File: src/rtl/stopwatch_ctrl.sv
// stopwatch_ctrl: conditions the four stopwatch buttons, runs the run/pause/lap
// state machine and derives the count tick plus clear/lap/hold controls.
module stopwatch_ctrl #(
    parameter int TICK_DIV   = 10000000,
    parameter int DEB_CYCLES = 200000
) (
    input  logic       clk,
    input  logic       rst_n,
    input  logic       btn_start,
    input  logic       btn_stop,
    input  logic       btn_lap,
    input  logic       btn_clr,
    input  logic       at_max,
    output logic       tick_en,
    output logic       cnt_clr,
    output logic       lap_load,
    output logic       disp_hold,
    output logic [1:0] state,
    output logic       ovf
);
    localparam int PW = $clog2(TICK_DIV);
    localparam int DW = $clog2(DEB_CYCLES + 1);
    localparam logic [PW-1:0] PSC_MAX = PW'(TICK_DIV - 1);
    localparam logic [DW-1:0] DEB_MAX = DW'(DEB_CYCLES - 1);
    localparam int B_START = 0;
    localparam int B_STOP  = 1;
    localparam int B_LAP   = 2;
    localparam int B_CLR   = 3;

    typedef enum logic [1:0] {
        IDLE  = 2'b00,
        RUN   = 2'b01,
        PAUSE = 2'b10,
        LAP   = 2'b11
    } state_t;

    logic [3:0]         btn_raw;
    logic [3:0]         sync1_q, sync2_q, deb_q, deb_d, deb_dly_q, evt_q, evt_d;
    logic [3:0][DW-1:0] cnt_q, cnt_d;
    state_t             state_q, state_d;
    logic [PW-1:0]      psc_q, psc_d;
    logic               tick_q, tick_d, clr_q, clr_d, lap_q, lap_d;
    logic               hold_q, hold_d, ovf_q, ovf_d;
    logic               running, wrap, ovf_hit;

    assign btn_raw = {btn_clr, btn_lap, btn_stop, btn_start};
    assign running = (state_q == RUN) || (state_q == LAP);
    assign wrap    = psc_q == PSC_MAX;
    assign ovf_hit = running && wrap && at_max;

    // Debounce: the accepted level flips once the synchronised input has
    // disagreed with it for DEB_CYCLES consecutive samples.
    always_comb begin
        for (int i = 0; i < 4; i++) begin
            cnt_d[i] = (sync2_q[i] != deb_q[i] && cnt_q[i] != DEB_MAX) ? cnt_q[i] + 1'b1 : '0;
            deb_d[i] = (sync2_q[i] != deb_q[i] && cnt_q[i] == DEB_MAX) ? ~deb_q[i] : deb_q[i];
        end
        evt_d = deb_q & ~deb_dly_q;
    end

    // Only the highest-priority event legal in the current state is taken.
    always_comb begin
        state_d = state_q;
        ovf_d   = ovf_q;
        clr_d   = 1'b0;
        if (evt_q[B_CLR]) begin
            state_d = IDLE;
            ovf_d   = 1'b0;
            clr_d   = 1'b1;
        end else if (ovf_hit) begin
            state_d = PAUSE;
            ovf_d   = 1'b1;
        end else if (evt_q[B_STOP] && running) begin
            state_d = PAUSE;
        end else if (evt_q[B_START] && (state_q == IDLE || (state_q == PAUSE && !ovf_q))) begin
            state_d = RUN;
        end else if (evt_q[B_LAP] && running) begin
            state_d = (state_q == RUN) ? LAP : RUN;
        end
        psc_d  = (evt_q[B_CLR] || state_q == IDLE) ? '0 : !running ? psc_q : wrap ? '0 : psc_q + 1'b1;
        tick_d = running && wrap && !at_max && !evt_q[B_CLR];
        lap_d  = state_d == LAP && state_q != LAP;
        hold_d = state_d == LAP;
    end

    always_ff @(posedge clk) begin
        if (!rst_n) begin
            sync1_q   <= '0;
            sync2_q   <= '0;
            deb_q     <= '0;
            deb_dly_q <= '0;
            evt_q     <= '0;
            cnt_q     <= '0;
            state_q   <= IDLE;
            psc_q     <= '0;
            tick_q    <= 1'b0;
            clr_q     <= 1'b0;
            lap_q     <= 1'b0;
            hold_q    <= 1'b0;
            ovf_q     <= 1'b0;
        end else begin
            sync1_q   <= btn_raw;
            sync2_q   <= sync1_q;
            deb_q     <= deb_d;
            deb_dly_q <= deb_q;
            evt_q     <= evt_d;
            cnt_q     <= cnt_d;
            state_q   <= state_d;
            psc_q     <= psc_d;
            tick_q    <= tick_d;
            clr_q     <= clr_d;
            lap_q     <= lap_d;
            hold_q    <= hold_d;
            ovf_q     <= ovf_d;
        end
    end

    assign tick_en   = tick_q;
    assign cnt_clr   = clr_q;
    assign lap_load  = lap_q;
    assign disp_hold = hold_q;
    assign state     = state_q;
    assign ovf       = ovf_q;
endmodule

File: config.mk
export PLATFORM = sky130hd
export DESIGN_NAME = stopwatch_ctrl
export DESIGN_NICKNAME = d
export VERILOG_FILES = /design/src/rtl/stopwatch_ctrl.sv
export SDC_FILE = /design/constraint.sdc
export NUM_CORES = 1
export LEC_CHECK = 0
export CAP_MARGIN = 10
export CORE_MARGIN = 1.5
export CORE_UTILIZATION = 51
export CTS_CLUSTER_DIAMETER = 80
export DETAILED_ROUTE_END_ITERATION = 7
export GPL_ROUTABILITY_DRIVEN = 0
export PLACE_DENSITY = 0.78
export REMOVE_ABC_BUFFERS = 1
export SKIP_CTS_REPAIR_TIMING = 1
export SYNTH_ARGS = -nofsm -noshare
export SYNTH_HDL_FRONTEND = slang
export SYNTH_SLANG_ARGS = --single-unit
File: constraint.sdc
create_clock -name clk -period 5.8 [get_ports clk]
set_input_delay 1.16 -clock clk [delete_from_list [all_inputs] [get_ports clk]]
set_output_delay 1.16 -clock clk [all_outputs]
set_load 0.02 [all_outputs]
==> impl_results.md, run 1 <==
- Required @ worst endpoint: ~4600 ps
- Commonest cells in the netlist: dfxtp_1 (123), nor2_1 (74), xor2_1 (37)
- Post-route cell area: between 6000 and 7000 µm²
- Via Count: ~4200
- Leak pwr: roughly 2.0 nW
- Critical path launch point type: register
- Number of synthesized register bits: 123
- DP Wirelength: roughly 6.6 mm
- Clock Skews: between 4 and 5 ps
- Reg2Reg Setup Slack: ~3500 ps
- Drt total wl: ~10 mm
- CP max stage delay: 700 ps
- Ports: 14
- Relative slew slack: 0.212
- First-pass GRT wire length: between 15 and 20 mm
- Iteration-0 DRC Markers: between 150 and 200
- Antenna diodes: 0
- Count of pins over their slew limit: 0
- Final non-filler cell total: 755
- Syn Std Cell Area: ~5200 µm²
- Die X: roughly 100 µm
- Vias in the first global route: 4064
- DP Worst Slack: around 2600 ps
- Ys async rst share: 0
- WL/cell: between 10 and 15 µm
- Area growth, synth to finish: 16.0%
- CTS tree: done
- Critical path, cell by cell: clkdlybuf4s50_1
- Yosys top cell by area: dfxtp_1
- Yosys warning count: 0
- Via density per instance: about 5.5
- Final worst path period need: approximately 3000 ps
- Critical path class: reg2out
- Share of layout cells above drive strength 1: 0.0611
- Clk_lat worst skew: approximately 520 ps
- Final setup TNS: 0 ps
- Hold Crit Depth: 1
- Placed cells: between 700 and 800
- Worst Path Arrival: 1840 ps
- Post-synthesis cell type count: 43
- CP Capture Type: output port
- Cells after Synth: between 500 and 600
- Setup WS post-layout: about 2800 ps
- RR Endpoint: cnt_q[27]
- Die area: about 11000 µm²
- Initial antenna violation count: 0
- Final setup violation count: 0
- Top cells by area, synth: dfxtp_1 (47%), xor2_1 (6.2%), nor2_1 (5.3%)
- Final net count: 622
- CTS root buf: clkbuf_8
- Drt first pass iters: 4
- Row count: 36
- Slew @ Worst Pin: around 1200 ps
- Endpoint with the worst hold slack: evt_q[2]
- Global Route Usage Sum: 0.197
- RSZ-0062 raised after global routing: no
- Hold Fails Final Rpt: 0
- Hold crit path type: reg2reg
- TritonCTS Buffers: 17
- Worst Setup SP: state[0]
- Hold Startpoint: deb_dly_q[2]
- CP max FO: 15
- Area share of the largest cell type after synthesis: 0.470
- EDFF count, synth: 0
- WP buf/inv: 1
- Placed cell area: about 5500 µm²
- Largest net degree at the start of global routing: 25
- IO buf count: 13
- Clk sink count: about 120
- Max Buffers Root-to-Sink: 2
- Maxcap violations: 0
- Primary FF master, synth: dfxtp_1
- Clock-pin slew on the worst setup and hold paths: 60 ps
- Outcome: completed
- Mean Syn Cell Area: 8.86 µm²
- Starting density of the core: 0.531
- Slowest-stage cell, CP: clkdlybuf4s50_1
- Pwr dens: 315 nW/µm²
- Die height: ~100 µm
- Routed Antenna Nets: 0
- Seq/Total Area, Yosys: 0.470
- Max Fclk: 0.333 GHz
- Crit share post-route: 0.517
- H-Tree Depth: 4
- Reg2Reg Launch Point: cnt_q[20]
- Core Area: between 9000 and 10000 µm²
- R2R cell count: 4
- Peak supply drop: 238 µV
- Drc violations: 0
- Crit path max-delay family: buffers and inverters
- GRT overflow: 0
- Cell with the most instances after synthesis: dfxtp_1
stage by stage:
| stage | utilization | hold slack, ps | total power [W] |
|---|---|---|---|
| final | 0.617 | 380 | 0.00192 |
| after global routing | 0.617 | 387 | 0.00198 |
| after CTS | 0.616 | 380 | 0.00194 |
| after detailed placement | 0.555 | 372 | 0.000885 |
| after global placement | 0.555 | 372 | 0.000884 |
| after floorplan | - | 367 | 0.000875 |
power breakdown:
group / internal, W / total [W] / switching (W) / leakage [nW]
Combinational: 0.00000729 / 0.0000168 / 0.00000953 / 0.680
Clock: 0.000695 / 0.00105 / 0.000353 / 0.291
Sequential: 0.000849 / 0.000851 / 0.00000177 / 0.992
Total: 0.00155 / 0.00192 / 0.000364 / 1.96
cells in the final DEF (no fill, tap or decap), types with 11 or more instances in the layout:
master | Yosys | final
dfxtp_1 | 123 | 123
nor2_1 | 74 | 74
xor2_1 | 37 | 37
nand3_1 | 34 | 34
nand2_1 | 33 | 33
a21oi_1 | 31 | 31
xnor2_1 | 25 | 25
o21ai_0 | 24 | 24
nand4_1 | 23 | 23
or3_1 | 21 | 21
inv_1 | 20 | 20
and2_1 | 20 | 20
clkbuf_16 | 0 | 16
clkdlybuf4s50_1 | 0 | 13
and3_1 | 12 | 12
and4_1 | 12 | 12
or4_1 | 11 | 11
cell families after synthesis:
group                    share of synthesized area
AO/OA/AOI/OAI                               0.0871
XOR/XNOR                                     0.104
adder cells (fa/ha/maj)                     0.0119
buffers and inverters                       0.0301
flip-flops                                   0.470
multiplexers                               0.00191
AND/OR/NAND/NOR                              0.296
sequential cells by signal, summed over array words and instances (netlist names), 2 cells and up:
register,count
deb_q,4
state,2
sync1_q,4
evt_q,4
cnt_q,72
psc_q,24
sync2_q,4
deb_dly_q,4
worst max-delay path by stage:
stage | endpoint | slack, ps | cells past startpoint
after global placement | cnt_q[3] | 2720 | 5
after detailed placement | cnt_q[5] | 2620 | 5
after global routing | state[0] | 2680 | 1
final | state[0] | 2800 | 1
after CTS | state[0] | 2780 | 1
after floorplan | psc_q[23] | 3160 | 4
routing by layer:
layer / vias up / GRT usage / routed length, µm
met5: - / 0 / 0
met2: 69 / 0.345 / 5020
met1: 1961 / 0.217 / 4440
li1: 2131 / - / -
met3: 17 / 0.0658 / 376
met4: 0 / 0.0784 / 155
area by class of cell:
class	count	area, µm²
fill	839	3780
multi-input combinational	431	2620
sequential	123	2460
clock buffer	24	480
tap	133	166
timing repair buffer	17	164
clock inverter	7	113
inverter	20	75.1
worst reg2reg max path, cell delays in order (launching register included):
cell	delay [ps]
dfxtp_1	400
and4_1	450
nand4_1	220
o211ai_1	970
nor2_1	130
No activity file was read; power rests on OpenSTA's default activity.
==> inputs of run 2 (changes only) <==
clock period = 2.9 ns   (was 5.8 ns; I/O delays follow)
==> run 2 against run 1 <==
  * Register-to-register slack lost 2900 ps
  * Routed wire length grew 0.63%
  * Power is 110% higher
  * Flip-flop and latch count unchanged
  * Global-route usage is essentially flat
  * Utilization is 0.52 points higher
  * Sequential share of layout area shrank 0.34 points
  * First-iteration DRC count down 13%
  * Worst hold slack better by 8.0 ps
  * Clock skew rose by 4.5 ps
  * Critical endpoint unchanged
  * Largest power group unchanged
  * Highest routed layer unchanged
==> impl_results.md, run 2 (synthesis results as in run 1) <==
- Drt total wl: 10.1 mm (+0.63%)
- Ports: 14 (unchanged)
- Routed Antenna Nets: 0 (unchanged)
- WL/cell: 13.3 µm (+0.23%)
- Required @ worst endpoint: 2320 ps (-2320 ps)
- Global Route Usage Sum: 0.197 (about the same)
- Most common cell after layout, fill and taps aside: dfxtp_1
- Peak supply drop: 449 µV (+88%)
- Top flop regs: cnt_q: 72 flops, psc_q: 24 flops
- Leak pwr: 1.98 nW (+0.86%)
- Clk_lat worst skew: 520 ps (about the same)
- CTS tree: done
- Maxcap violations: 0 (unchanged)
- Clock-pin slew on the worst setup and hold paths: 60 ps (about the same)
- Met1 WL: 4.61 mm (+3.6%)
- Slew @ Worst Pin: 1170 ps (-4.27 ps)
- Die area: 10900 µm² (unchanged)
- Reg area: 2460 µm² (unchanged)
- Count of pins over their slew limit: 0 (unchanged)
- CP max FO: 15 (unchanged)
- Pwr dens: 644 nW/µm² (+100%)
- Vias in the first global route: 3979 (-2.1%)
- TritonCTS Buffers: 17 (unchanged)
- Initial antenna violation count: 0 (unchanged)
- Max Fclk: 0.414 GHz
- Relative slew slack: 0.215 (+0.00286)
- Critical path class: reg2out
- Max FFs per register: 72 (unchanged)
- Via Count: 4214 (+0.86%)
- RSZ-0062 raised after global routing: no
- Die height: 104 µm (unchanged)
- Hold crit path type: reg2reg
- Clk sink count: 123 (unchanged)
- Drc violations: 0 (unchanged)
- DR top layer: met4
- Crit path max-delay family: buffers and inverters
- Multi-input logic area: 2620 µm² (unchanged)
- Final setup violation count: 0 (unchanged)
- Filler cell count in the final layout: 811 (-3.3%)
- Starting density of the core: 0.531 (unchanged)
- Met2 wire len: 4.92 mm (-1.8%)
- DP Wirelength: 6.63 mm (about the same)
- Iteration-0 DRC Markers: 155 (-13%)
- CP max stage delay: 710 ps (about the same)
- IO buf count: 13 (unchanged)
- Crit share post-route: 0.833
- Area growth, synth to finish: 17.0%
- Clock Skews: 9.48 ps (+4.51 ps)
- Final setup TNS: 0 ps (unchanged)
- CTS root buf: clkbuf_8
- Max Buffers Root-to-Sink: 2 (unchanged)
- Total Power: 0.00395 W (+110%)
- Slowest-stage cell, CP: clkdlybuf4s50_1
- Share of layout cells above drive strength 1: 0.0704 (+0.00931)
- Final net count: 624 (+0.32%)
- Die X: 104 µm (unchanged)
- Worst Path Arrival: 1840 ps (about the same)
- Final worst path period need: between 2000 and 2500 ps
- Critical path launch point type: register
- Via density per instance: 5.56 (+0.46%)
- First-pass GRT wire length: 17.6 mm (+1.1%)
- Largest reg by FF count: cnt_q
- Core Area: 9860 µm² (unchanged)
- Hold Fails Final Rpt: 0 (unchanged)
- H-Tree Depth: 4 (unchanged)
- GRT overflow: 0 (unchanged)
- Post-route cell area: 6130 µm² (+0.84%)
- Antenna diodes: 0 (unchanged)
- Met3 WL post-DR: 389 µm (+3.5%)
- CP Capture Type: output port
- Most frequent cells in the layout: dfxtp_1 (123), nor2_1 (74), xor2_1 (37), nand3_1 (34), nand2_1 (33)
- Drt first pass iters: 4 (unchanged)
- Outcome: completed
- Placed cell area: 5500 µm² (+0.41%)
- WP buf/inv: 1 (unchanged)
- Critical path, cell by cell: clkdlybuf4s50_1
- Row count: 36 (unchanged)
- Largest net degree at the start of global routing: 20 (-20%)
==> run 2: stage by stage <==
step | hold slack, ps | std cells | setup slack [ps] | util
floorplan | 367 | 574 | 261 | -
global placement | 372 | 726 | 702 | 0.558
detailed placement | 380 | 726 | 616 | 0.558
CTS | 388 | 758 | 472 | 0.622
global route | 405 | 758 | 361 | 0.622
finish | 388 | 758 | 483 | 0.622
==> run 2: area by class of cell <==
type                    instances  area share
multi-input cells             431       0.427
flip-flops and latches        123       0.401
clock buffers                  19      0.0720
clock inverters                13      0.0312
repair buffers                 19      0.0286
well taps                     133      0.0271
inverters                      20      0.0122
==> run 2: report_power, final <==
group          switching [W]  internal [W]  total [W]  leakage [nW]
clock               0.000770       0.00145    0.00222         0.301
sequential        0.00000359       0.00170    0.00170         0.992
combinational      0.0000191     0.0000153  0.0000344         0.688
total               0.000792       0.00316    0.00395          1.98
==> run 2: worst paths after layout <==
kind / from / end / slack, ps / depth (start not counted)
hold reg to reg: deb_dly_q[3] / evt_q[3] / 390 / 1
hold / removal: deb_dly_q[3] / evt_q[3] / 390 / 1
setup / recovery: state[0] / state[0] / 480 / 1
setup reg to reg: state[0] / psc_q[10] / 580 / 5
==> run 2: per-layer routing <==
metal	vias to the layer above	global-route usage
met2	64	0.325
met4	0	0.105
met1	1998	0.235
met5	-	0
met3	14	0.0482
li1	2138	-
==> RTL change, RTL diff (settings of run 1) <==
Set the parameter `DEB_CYCLES` to 800000 (it was 200000).
--- a/src/rtl/stopwatch_ctrl.sv
+++ b/src/rtl/stopwatch_ctrl.sv
@@ -3,5 +3,5 @@
 module stopwatch_ctrl #(
     parameter int TICK_DIV   = 10000000,
-    parameter int DEB_CYCLES = 200000
+    parameter int DEB_CYCLES = 800000
 ) (
     input  logic       clk,
Check against the original RTL: no difference found for any inputs over 10 cycles, from zero or initial values and one cycle with rst_n low; that may be too few to reach the edited logic, so the function may still have changed.
==> RTL change against run 1 <==
Global-route usage grew 0.89 points. Wire length grew 16%. Non-clock buffer count is the same. Synthesized cell count grew 10%. Synthesized area grew 10%. Sequential share of layout area shrank 1.2 points. Hold slack gained 5.1 ps. Worst setup slack gained 90 ps. Sequential cell count grew 8. Critical path depth is the same. Cell area grew 9.6%. Power grew 7.3%. Critical path type unchanged. Largest cell class unchanged.
==> RTL change: results (changes against run 1) <==
ant_nets: 0  # unchanged
reg_top3: "cnt_q: 80 flops, psc_q: 24 flops"
worstPathMaxFanout: 16  # +1
clk_latency_ps: 410  # -110 ps
post-place-ws_ps: 2515  # -101.9 ps
fin_skew_ps: 10.46  # +5.486 ps
post_drt_wl_per_cell_um: 14.10  # +6.5%
grtUsageMet3_pct: 5.809  # -0.77 points
ir_worst_vdd_uv: 226.6  # -5.0%
ys_warn_count: 0  # unchanged
antenna_found_initial: 0  # unchanged
dp_hpwl_um: 7493  # +13%
outcome: "complete, no violations"
worst-endpoint-arrival_ps: 1750  # -90 ps
drive_gt1_share_pct: 8.100  # +2.0 points
p_sw_w: 0.0004017  # +10%
ys_types: 47  # +9.3%
grtUsageTotal_pct: 20.55  # +0.89 points
leakagePower_nw: 1.948  # -0.79%
grt_pass1_vias: 4397  # +8.2%
ys_seq_area_share_pct: 45.32  # -1.7 points
fin_nets: 678  # +9.0%
met2_usage_pct: 35.67  # +1.1 points
synth_area_leaders: "dfxtp_1 (45%), xnor2_1 (6.8%), nor2_1 (4.6%), xor2_1 (3.0%), nand3_1 (2.9%)"
synth_common_cells: "dfxtp_1 (131), nor2_1 (71), xnor2_1 (45)"
slew_headroom_pct: 48.58  # +27 points
drt-initial-drc-count: 277  # +55%
[RTL change: metal layers]
layer  routed length (µm)  vias up
li1                     -     2382
met1                 5311     2233
met2                 5663       95
met3                  388       20
met4                  182        0
met5                    0        -
[RTL change: power by group through the flow]
stage	Sequential (W)	Combinational, W	Clock, W
2_1_floorplan	0.000924	0.00000824	0
3_3_place_gp	0.000925	0.0000160	0
3_5_place_dp	0.000925	0.0000168	0
4_1_cts	0.000905	0.0000169	0.00115
5_1_grt	0.000905	0.0000199	0.00119
6_report	0.000905	0.0000176	0.00113
[RTL change: cell families after synthesis]
| family | after synthesis | synth area share [%] |
|---|---|---|
| AOI/OAI and AO/OA | 88 | 10.25 |
| and+or+nand+nor | 318 | 30.34 |
| buffers and inverters | 44 | 3.178 |
| xor gates and xnor gates | 65 | 9.838 |
| DFF | 131 | 45.32 |
| adders and majority gates | 5 | 1.081 |
[RTL change: area by class of cell]
class                           instances  area [µm²]
Fill cell                             921        4267
Multi-Input combinational cell        476        2984
Sequential cell                       131        2623
Clock buffer                           20       456.7
Clock inverter                         12       180.2
Tap cell                              140       175.2
Timing Repair Buffer                   17       163.9
Inverter                               23       86.33
[RTL change: final timing paths]
kind | from | to | slack, ps | cells past startpoint
worst max-delay path | state[0] | state[0] | 2890 | 1
worst min-delay path | deb_dly_q[2] | evt_q[2] | 390 | 1
worst max register to register | psc_q[2] | psc_q[8] | 3410 | 5
worst min register to register | deb_dly_q[2] | evt_q[2] | 390 | 1
[RTL change: metrics by stage]
stage / hold slack [ps] / instance area (µm²) / instances
3_5_place_dp: 375.1 / 6010 / 785
3_3_place_gp: 371.5 / 6010 / 785
5_1_grt: 412.0 / 6669 / 819
6_report: 385.6 / 6669 / 819
2_1_floorplan: 367.4 / 5689 / 630
4_1_cts: 384.0 / 6646 / 817
